<file path="src/rtl/int32_to_dlfloat16_pkg.sv">
// Shared DLfloat16 format constants, exception flag positions and the
// converter FSM state type. The DLfloat16-to-int32 converter uses it too.
package dlfloat16_pkg;

    localparam int EXP_W   = 6;
    localparam int MAN_W   = 9;
    localparam int BIAS    = 31;
    localparam int EXP_MAX = 63;

    // Bit positions inside the 5-bit exceptions vector
    localparam int EXC_INVALID     = 4;
    localparam int EXC_DIV_BY_ZERO = 3;
    localparam int EXC_OVERFLOW    = 2;
    localparam int EXC_UNDERFLOW   = 1;
    localparam int EXC_INEXACT     = 0;

    typedef enum logic [1:0] {
        ST_IDLE  = 2'd0,
        ST_NORM  = 2'd1,
        ST_ROUND = 2'd2,
        ST_DONE  = 2'd3
    } conv_state_e;

endpackage

</file>
<file path="src/rtl/int32_to_dlfloat16_if.sv">
// Operand/result handshake bundle for the int32 -> DLfloat16 converter.
interface int32_to_dlfloat16_if;

    logic        in_valid;
    logic        in_ready;
    logic [31:0] int_in;
    logic        out_valid;
    logic        out_ready;
    logic [15:0] float_out;
    logic [4:0]  exceptions;

    // Producer/consumer side
    modport master (
        output in_valid, int_in, out_ready,
        input  in_ready, out_valid, float_out, exceptions
    );

    // Converter side
    modport slave (
        input  in_valid, int_in, out_ready,
        output in_ready, out_valid, float_out, exceptions
    );

endinterface

</file>
<file path="src/rtl/int32_to_dlfloat16_lzc32.sv">
// Combinational 32-bit leading-zero counter; returns 32 for an all-zero input.
module lzc32 (
    input  logic [31:0] val_i,
    output logic [5:0]  lz_o
);

    // Scan upward so the highest set bit writes last and wins
    always_comb begin
        lz_o = 6'd32;
        for (int i = 0; i < 32; i++) begin
            if (val_i[i]) begin
                lz_o = 6'(31 - i);
            end
        end
    end

endmodule

</file>
<file path="src/rtl/int32_to_dlfloat16.sv">
// Signed 32-bit integer to DLfloat16 converter, round-to-nearest-even.
// state    | meaning
// ST_IDLE  | ready for an operand, captures sign and magnitude
// ST_NORM  | leading-zero count, normalize, compute pre-round exponent
// ST_ROUND | RNE rounding, result and flags registered
// ST_DONE  | result held until the consumer takes it
module int32_to_dlfloat16
    import dlfloat16_pkg::*;
(
    input  logic                 clk,
    input  logic                 rst_n,
    int32_to_dlfloat16_if.slave  bus
);

    conv_state_e        state_q, state_d;
    logic               sign_q, sign_d;
    logic [31:0]        mag_q, mag_d;
    logic [30:0]        norm_q, norm_d;
    logic [EXP_W-1:0]   exp_q, exp_d;
    logic               zero_q, zero_d;
    logic [15:0]        float_q, float_d;
    logic [4:0]         exc_q, exc_d;

    logic [5:0]         lz;
    logic [31:0]        norm_full;
    logic [MAN_W-1:0]   man;
    logic               guard;
    logic               sticky;
    logic               rnd_up;
    logic [MAN_W:0]     man_sum;
    logic [EXP_W-1:0]   exp_rnd;

    lzc32 u_lzc (
        .val_i (mag_q),
        .lz_o  (lz)
    );

    // A shift by 32 leaves zero, so bit 31 doubles as the non-zero marker
    assign norm_full = mag_q << lz;

    // Rounding: carry out of the mantissa bumps the exponent; max is 61+1
    always_comb begin
        man     = norm_q[30:22];
        guard   = norm_q[21];
        sticky  = |norm_q[20:0];
        rnd_up  = guard & (sticky | man[0]);
        man_sum = {1'b0, man} + {{MAN_W{1'b0}}, rnd_up};
        exp_rnd = exp_q + {{(EXP_W-1){1'b0}}, man_sum[MAN_W]};
    end

    // State register
    always_ff @(posedge clk) begin
        if (!rst_n) begin
            state_q <= ST_IDLE;
        end else begin
            state_q <= state_d;
        end
    end

    // Datapath registers; outputs clear on reset so a discarded result never leaks
    always_ff @(posedge clk) begin
        if (!rst_n) begin
            sign_q  <= 1'b0;
            mag_q   <= '0;
            norm_q  <= '0;
            exp_q   <= '0;
            zero_q  <= 1'b0;
            float_q <= '0;
            exc_q   <= '0;
        end else begin
            sign_q  <= sign_d;
            mag_q   <= mag_d;
            norm_q  <= norm_d;
            exp_q   <= exp_d;
            zero_q  <= zero_d;
            float_q <= float_d;
            exc_q   <= exc_d;
        end
    end

    // Next-state and datapath next values
    always_comb begin
        state_d = state_q;
        sign_d  = sign_q;
        mag_d   = mag_q;
        norm_d  = norm_q;
        exp_d   = exp_q;
        zero_d  = zero_q;
        float_d = float_q;
        exc_d   = exc_q;
        unique case (state_q)
            ST_IDLE: begin
                if (bus.in_valid) begin
                    sign_d  = bus.int_in[31];
                    // -2^31 negates to itself, which is the correct unsigned magnitude
                    mag_d   = bus.int_in[31] ? (~bus.int_in + 32'd1) : bus.int_in;
                    state_d = ST_NORM;
                end
            end
            ST_NORM: begin
                norm_d  = norm_full[30:0];
                exp_d   = 6'd62 - lz;
                zero_d  = ~norm_full[31];
                state_d = ST_ROUND;
            end
            ST_ROUND: begin
                exc_d = '0;
                if (zero_q) begin
                    float_d = 16'h0000;
                end else begin
                    float_d            = {sign_q, exp_rnd, man_sum[MAN_W-1:0]};
                    exc_d[EXC_INEXACT] = guard | sticky;
                end
                state_d = ST_DONE;
            end
            ST_DONE: begin
                if (bus.out_ready) begin
                    state_d = ST_IDLE;
                end
            end
            default: state_d = ST_IDLE;
        endcase
    end

    assign bus.in_ready   = (state_q == ST_IDLE);
    assign bus.out_valid  = (state_q == ST_DONE);
    assign bus.float_out  = float_q;
    assign bus.exceptions = exc_q;

endmodule

</file>
<file path="src/flat_wrapper.sv">
// flat-port wrapper written by rule: the top's interface ports become plain ports
module int32_to_dlfloat16_flat import dlfloat16_pkg::*;
  (clk, rst_n, bus_in_valid, bus_int_in, bus_out_ready, bus_in_ready, bus_out_valid, bus_float_out, bus_exceptions);
  int32_to_dlfloat16_if bus_i ();
  input  logic clk;
  input  logic rst_n;
  input wire logic [$bits(bus_i.in_valid)-1:0] bus_in_valid;
  input wire logic [$bits(bus_i.int_in)-1:0] bus_int_in;
  input wire logic [$bits(bus_i.out_ready)-1:0] bus_out_ready;
  output wire logic [$bits(bus_i.in_ready)-1:0] bus_in_ready;
  output wire logic [$bits(bus_i.out_valid)-1:0] bus_out_valid;
  output wire logic [$bits(bus_i.float_out)-1:0] bus_float_out;
  output wire logic [$bits(bus_i.exceptions)-1:0] bus_exceptions;
  assign bus_i.in_valid = bus_in_valid;
  assign bus_i.int_in = bus_int_in;
  assign bus_i.out_ready = bus_out_ready;
  assign bus_in_ready = bus_i.in_ready;
  assign bus_out_valid = bus_i.out_valid;
  assign bus_float_out = bus_i.float_out;
  assign bus_exceptions = bus_i.exceptions;
  int32_to_dlfloat16 u_core (.clk(clk), .rst_n(rst_n), .bus(bus_i));
endmodule
</file>
<file path="config.mk">
export PLATFORM = sky130hd
export DESIGN_NAME = int32_to_dlfloat16_flat
export DESIGN_NICKNAME = d
export VERILOG_FILES = /design/src/rtl/int32_to_dlfloat16_pkg.sv /design/src/rtl/int32_to_dlfloat16_if.sv /design/src/rtl/int32_to_dlfloat16_lzc32.sv /design/src/rtl/int32_to_dlfloat16.sv /design/src/flat_wrapper.sv
export SDC_FILE = /design/constraint.sdc
export NUM_CORES = 1
export LEC_CHECK = 0
export BUFFER_PORTS_ARGS = -buffer_cell sky130_fd_sc_hd__buf_2
export CORE_UTILIZATION = 55
export CTS_BUF_LIST = sky130_fd_sc_hd__clkbuf_2 sky130_fd_sc_hd__clkbuf_4 sky130_fd_sc_hd__clkbuf_8
export DETAILED_ROUTE_END_ITERATION = 6
export PLACE_DENSITY = 0.75
export SLEW_MARGIN = 20
export SYNTH_ARGS = -nofsm -noshare
export SYNTH_HDL_FRONTEND = slang
export SYNTH_SLANG_ARGS = --single-unit
</file>
<file path="constraint.sdc">
create_clock -name clk -period 8.75 [get_ports clk]
set_clock_uncertainty 0.15 [all_clocks]
set_input_delay 1.75 -clock clk [delete_from_list [all_inputs] [get_ports clk]]
set_output_delay 1.75 -clock clk [all_outputs]
set_load 0.02 [all_outputs]
</file>
# --- Yosys cells after proc, flatten, opt, wreduce, memory -nomap -nowiden ---
# Index checks and enable logic that the tools add are counted.
op_classes:
  n_addsub: 4
  n_eq_ne: 5
  shift: 1
  muxes: 38
  n_bitwise: 5
  n_reduce_logical: 4
ops:
  columns: ["operator", "n"]
  rows:
  - ["6-bit 2-to-1 mux", 32]
  - ["32-bit by 1-bit adder with 32-bit output (second input constant)", 1]
  - ["32-bit 2-to-1 mux", 1]
  - ["32-bit inverter", 1]
  - ["32-bit by 6-bit << shifter with 32-bit output", 1]
  - ["21-bit OR reduction", 1]
  - ["16-bit 2-to-1 mux", 1]
  - ["9-bit by 1-bit adder with 10-bit output", 1]
  - ["2-bit one-hot mux with 4 select lines", 1]
  - ["6-bit by 1-bit adder with 6-bit output", 1]
  - ["6-bit subtractor (first input constant)", 1]
  - ["2-bit == test (second input constant)", 2]
  - ["2-bit 2-to-1 mux", 2]
  - ["2-bit inequality test (second input constant)", 2]
  - ["2-bit AND reduction", 2]
  - ["2-bit by 1-bit == test with 1-bit output (second input constant)", 1]
  - ["2-bit logical NOT", 1]
  - ["1-bit OR", 2]
  - ["1-bit AND", 1]
  - ["1-bit 2-to-1 mux", 1]
  - ["1-bit inverter", 1]
word_totals:
  reg_bits: 90
  inputBits: 36
  word_cells: 65

# --- Logic depth before layout (Yosys ltp) ---
logic_depth:
  ltp_word: 34
  mapped_depth: 14
  ltp_nobuf: 13

# --- Modules after synthesis ---
# Synthesis repeated with hierarchy kept, for this count alone.
hier_totals:
  cells_unflattened: 739
  area_unflattened_um2: 6277.3
modules_own_cells:
  columns: ["mod", "n_inst", "cells_each", "area_each_um2", "seq_area_each_um2"]
  rows:
  - ["int32_to_dlfloat16", 1, 674, 5909.4, 1801.7]
  - ["lzc32", 1, 65, 367.9, 0.0]

# --- Least setup slack after synthesis ---
# OpenSTA, ideal clock, no wires.
synth_path:
  kind: "input port to flip-flop"
  startpoint: "input bus_int_in[0]"
  endpoint: "register u_core.mag_q[29]"
  t_arrival_ns: 4.017
  required_time_ns: 8.462
  slack_ns: 4.446
  cell_stages: 9
  cell_sequence: "or2_1 -> or4_1 -> or2_1 -> nand3b_1 -> or4b_1 -> nor4_1 -> nand2b_1 -> xor2_1 -> a211oi_1"
synth_between:
  elab_chain_len: 3
synth_rtl:
  columns: ["item", "line", "rtl"]
  rows:
  - ["start, declared", "flat_wrapper.sv:8", "input wire logic [$bits(bus_i.int_in)-1:0] bus_int_in;"]
  - ["32-bit inverter", "int32_to_dlfloat16.sv:96", "mag_d = bus.int_in[31] ? (~bus.int_in + 32'd1) : bus.int_in;"]
  - ["32-bit by 1-bit adder with 32-bit output", "int32_to_dlfloat16.sv:96", null]
  - ["32-bit 2-to-1 mux", "int32_to_dlfloat16.sv:96", null]
  - ["end signal, assigned", "int32_to_dlfloat16.sv:72", "mag_q <= mag_d;"]
  - ["end, declared", "int32_to_dlfloat16.sv:17", "logic [31:0] mag_q, mag_d;"]
# Every way passes these cells.
# A chain may end at the register's enable or synchronous reset.

# --- Worst setup path in the final report ---
# Ends and elaborated chain as after synthesis.

==> impl_metrics.ini <==
[sta]
slew_violations = 0
finalHoldViolCount = 0
period_share_pct = 49.4
period_minus_slack_ns = 4.32
relSlewSlack_pct = 23.7
worst_pin_slew_ns = 1.14
rsz0062_at_grt = no
setup_viol = 0
fin_tns_setup_ns = 0
max_freq_mhz = 232

[grt]
grtUsageTotal_pct = 30.9
grt_first_pass_wirelength_mm = 30.5
grt_overflow_total = 0
grt_pass1_vias = 5932
grt_max_degree = 71
grt_antenna_before_repair = 0

[layout]
nFillCells = 1041
multi_input_area_um2 = 4370
antenna_cells = 0
syn_to_final_growth_pct = 6.21
nNetsFinal = 896
final_cell_area_um2 = 6960
drive_gt1_share_pct = 12.6
regArea_um2 = 1800

[power]
irDropWorstVdd_mv = 0.165
p_leak_nw = 2.71
finalPower_w = 0.00307
power_density_nw_per_um2 = 442

[placement]
dp_hpwl_mm = 13.6
place_congestion = 0.941
dpl_cell_area_um2 = 6730
io_buffers = 54

[logic_synthesis]
async_flop_share_pct = 0
synth-edff-count = 0
ys.flop_type = dfxtp_1
netlist_instances = 854
synth-seq-area-share_pct = 27.5
synth_seq_cells = 90
yosys_warnings = 0
avgSynthCellArea_um2 = 7.67
synthesis.area_um2 = 6550
synth_cell_types = 73

[floorplanning]
rows = 39
initial_core_util_pct = 56.9
die-area_um2 = 12300
die_h_um = 111
die_w_um = 111
ios = 59
core_area_um2 = 11500

[drt]
firstDrtPassIters = 7
wl_mm = 18.6
drc_errors = 3
wl_per_cell_um = 18.6
via_per_inst = 6.43
ant_nets = 0
drt_iter0_markers = 664
vias = 6414

[clock_tree]
hold_buffers = 0
ctsResizeCount = 0
cts_tree = done
clk_latency_ns = 0.38
cts_root_buf = clkbuf_8
post_cts_buffers = 0
h-tree-depth = 3
cts_buffers = 9
clk_pin_slew_worst_paths_ns = 0.09
cts_num_sinks = 90
cts_buffer_depth = 2

[worst_hold_path]
min_path_cells = 2
holdPathEnd = u_core.norm_q[13]
worstHoldPathType = reg -> reg
hp-start = u_core.norm_q[13]

[critical_path]
endpoint_kind = flip-flop
r2r-end = u_core.norm_q[22]
critPathLaunchType = input pin
reg2reg_from = u_core.mag_q[20]
worstPathArrival_ns = 4.38
cp_max_fo = 4
crit_type = in -> reg
r2r_setup_slack_ns = 4.75
cp.required_ns = 8.81
ff2ff_path_depth = 9

[run_status]
outcome = finished with violations
violations = design-rule violations

[flow_run]
cap_violations = 0
==> worst max path at each step <==
stage / startpoint / slack (ns) / endpoint / cells past startpoint
2_1_floorplan: bus_int_in[0] / 4.45 / u_core.mag_q[29] / 9
3_3_place_gp: bus_int_in[0] / 4.10 / u_core.mag_q[29] / 10
3_5_place_dp: bus_int_in[0] / 4.02 / u_core.mag_q[29] / 10
4_1_cts: bus_int_in[0] / 4.43 / u_core.mag_q[29] / 10
5_1_grt: bus_int_in[0] / 4.28 / u_core.mag_q[29] / 10
6_report: bus_int_in[0] / 4.43 / u_core.mag_q[29] / 10
==> power by group <==
group	internal (W)	leakage (nW)	switching (W)
sequential	0.000526	0.736	0.000172
combinational	0.000766	1.87	0.00130
clock	0.000163	0.108	0.000147
==> sequential cells by signal (all words and copies together), names as in the netlist <==
| register | flops |
|---|---|
| u_core.sign_q | 1 |
| u_core.norm_q | 31 |
| u_core.bus.float_out | 16 |
| u_core.mag_q | 32 |
| u_core.zero_q | 1 |
| u_core.state_q | 2 |
| u_core.exp_q | 6 |
| u_core.bus.exceptions | 1 |
==> synth_stat cells (all sizes together), types with 10 or more instances <==
master,instances,area [um2]
nor4,16,125
mux2,14,158
nor2b,23,144
a21oi,58,290
nand3,21,105
dfxtp,90,1800
inv,14,52.6
and2,10,62.6
o211ai,13,97.6
a22oi,11,82.6
clkbuf,56,211
xor2,29,254
xnor2,13,114
nand2,66,255
and3,12,75.1
o21ai,33,176
nor2,109,409
nand4,10,62.6
ha,10,125
a211oi,40,300
buf,23,131
mux2i,45,454
o31ai,10,75.1
nor3,13,65.1
or4,12,97.6
==> layer usage <==
metal / vias up / global-route usage, % / share of wire [%]
li1: 3110 / - / -
met1: 3002 / 40.5 / 44
met2: 262 / 49.7 / 46
met3: 40 / 5.74 / 6.3
met4: 0 / 12.8 / 3.0
met5: - / 0 / 0
==> metrics by stage <==
step	hold WS (ns)	setup WS (ns)	instances	utilization [%]
after global placement	0.293	4.10	982	58.4
after CTS	0.311	4.43	998	60.4
final	0.313	4.43	998	60.4
after detailed placement	0.298	4.02	982	58.4
after floorplan	0.266	4.45	857	-
after global routing	0.334	4.28	998	60.4
==> final cells by class <==
cell class | count | area share [%]
Clock inverter | 3 | 0.648
Clock buffer | 13 | 2.57
Sequential cell | 90 | 25.9
Timing Repair Buffer | 61 | 4.64
Multi-Input combinational cell | 672 | 62.8
Inverter | 16 | 0.881
Tap cell | 143 | 2.57
==> cell usage in the layout, fill, tap and decap left out, types with 11 or more instances in the layout <==
cell / Yosys / final
mux2_2: 14 / 14
a21oi_1: 58 / 58
xor2_1: 29 / 29
a211oi_1: 40 / 40
clkbuf_8: 0 / 13
o21ai_1: 11 / 11
and3_1: 12 / 12
inv_1: 13 / 13
o21ai_0: 21 / 21
nor2_1: 109 / 108
mux2i_1: 44 / 44
a22oi_1: 11 / 11
nor3_1: 13 / 13
nand2_1: 65 / 65
o211ai_1: 13 / 13
nor4_1: 12 / 12
nand3_1: 21 / 21
dfxtp_1: 90 / 90
nor2b_1: 23 / 23
xnor2_1: 13 / 13
buf_2: 15 / 54
==> cells by family after synthesis <==
kind of cell	synth area share, %
xor gates and xnor gates	5.62
adders and majority gates	1.91
buffers and inverters	6.17
DFF	27.5
AOI/OAI and AO/OA	25.8
muxes	9.34
other	0.0573
and+or+nand+nor	23.6
==> critical path, stage by stage <==
cell	delay, ns
buf_2	0.12
or2_1	0.23
or4_1	0.42
or2_1	0.27
nand3b_1	0.23
or4b_1	0.62
nor4_1	0.33
nand2b_1	0.17
xor2_1	0.16
a211oi_1	0.09
Note: power is estimated with default switching activity, not from simulation.
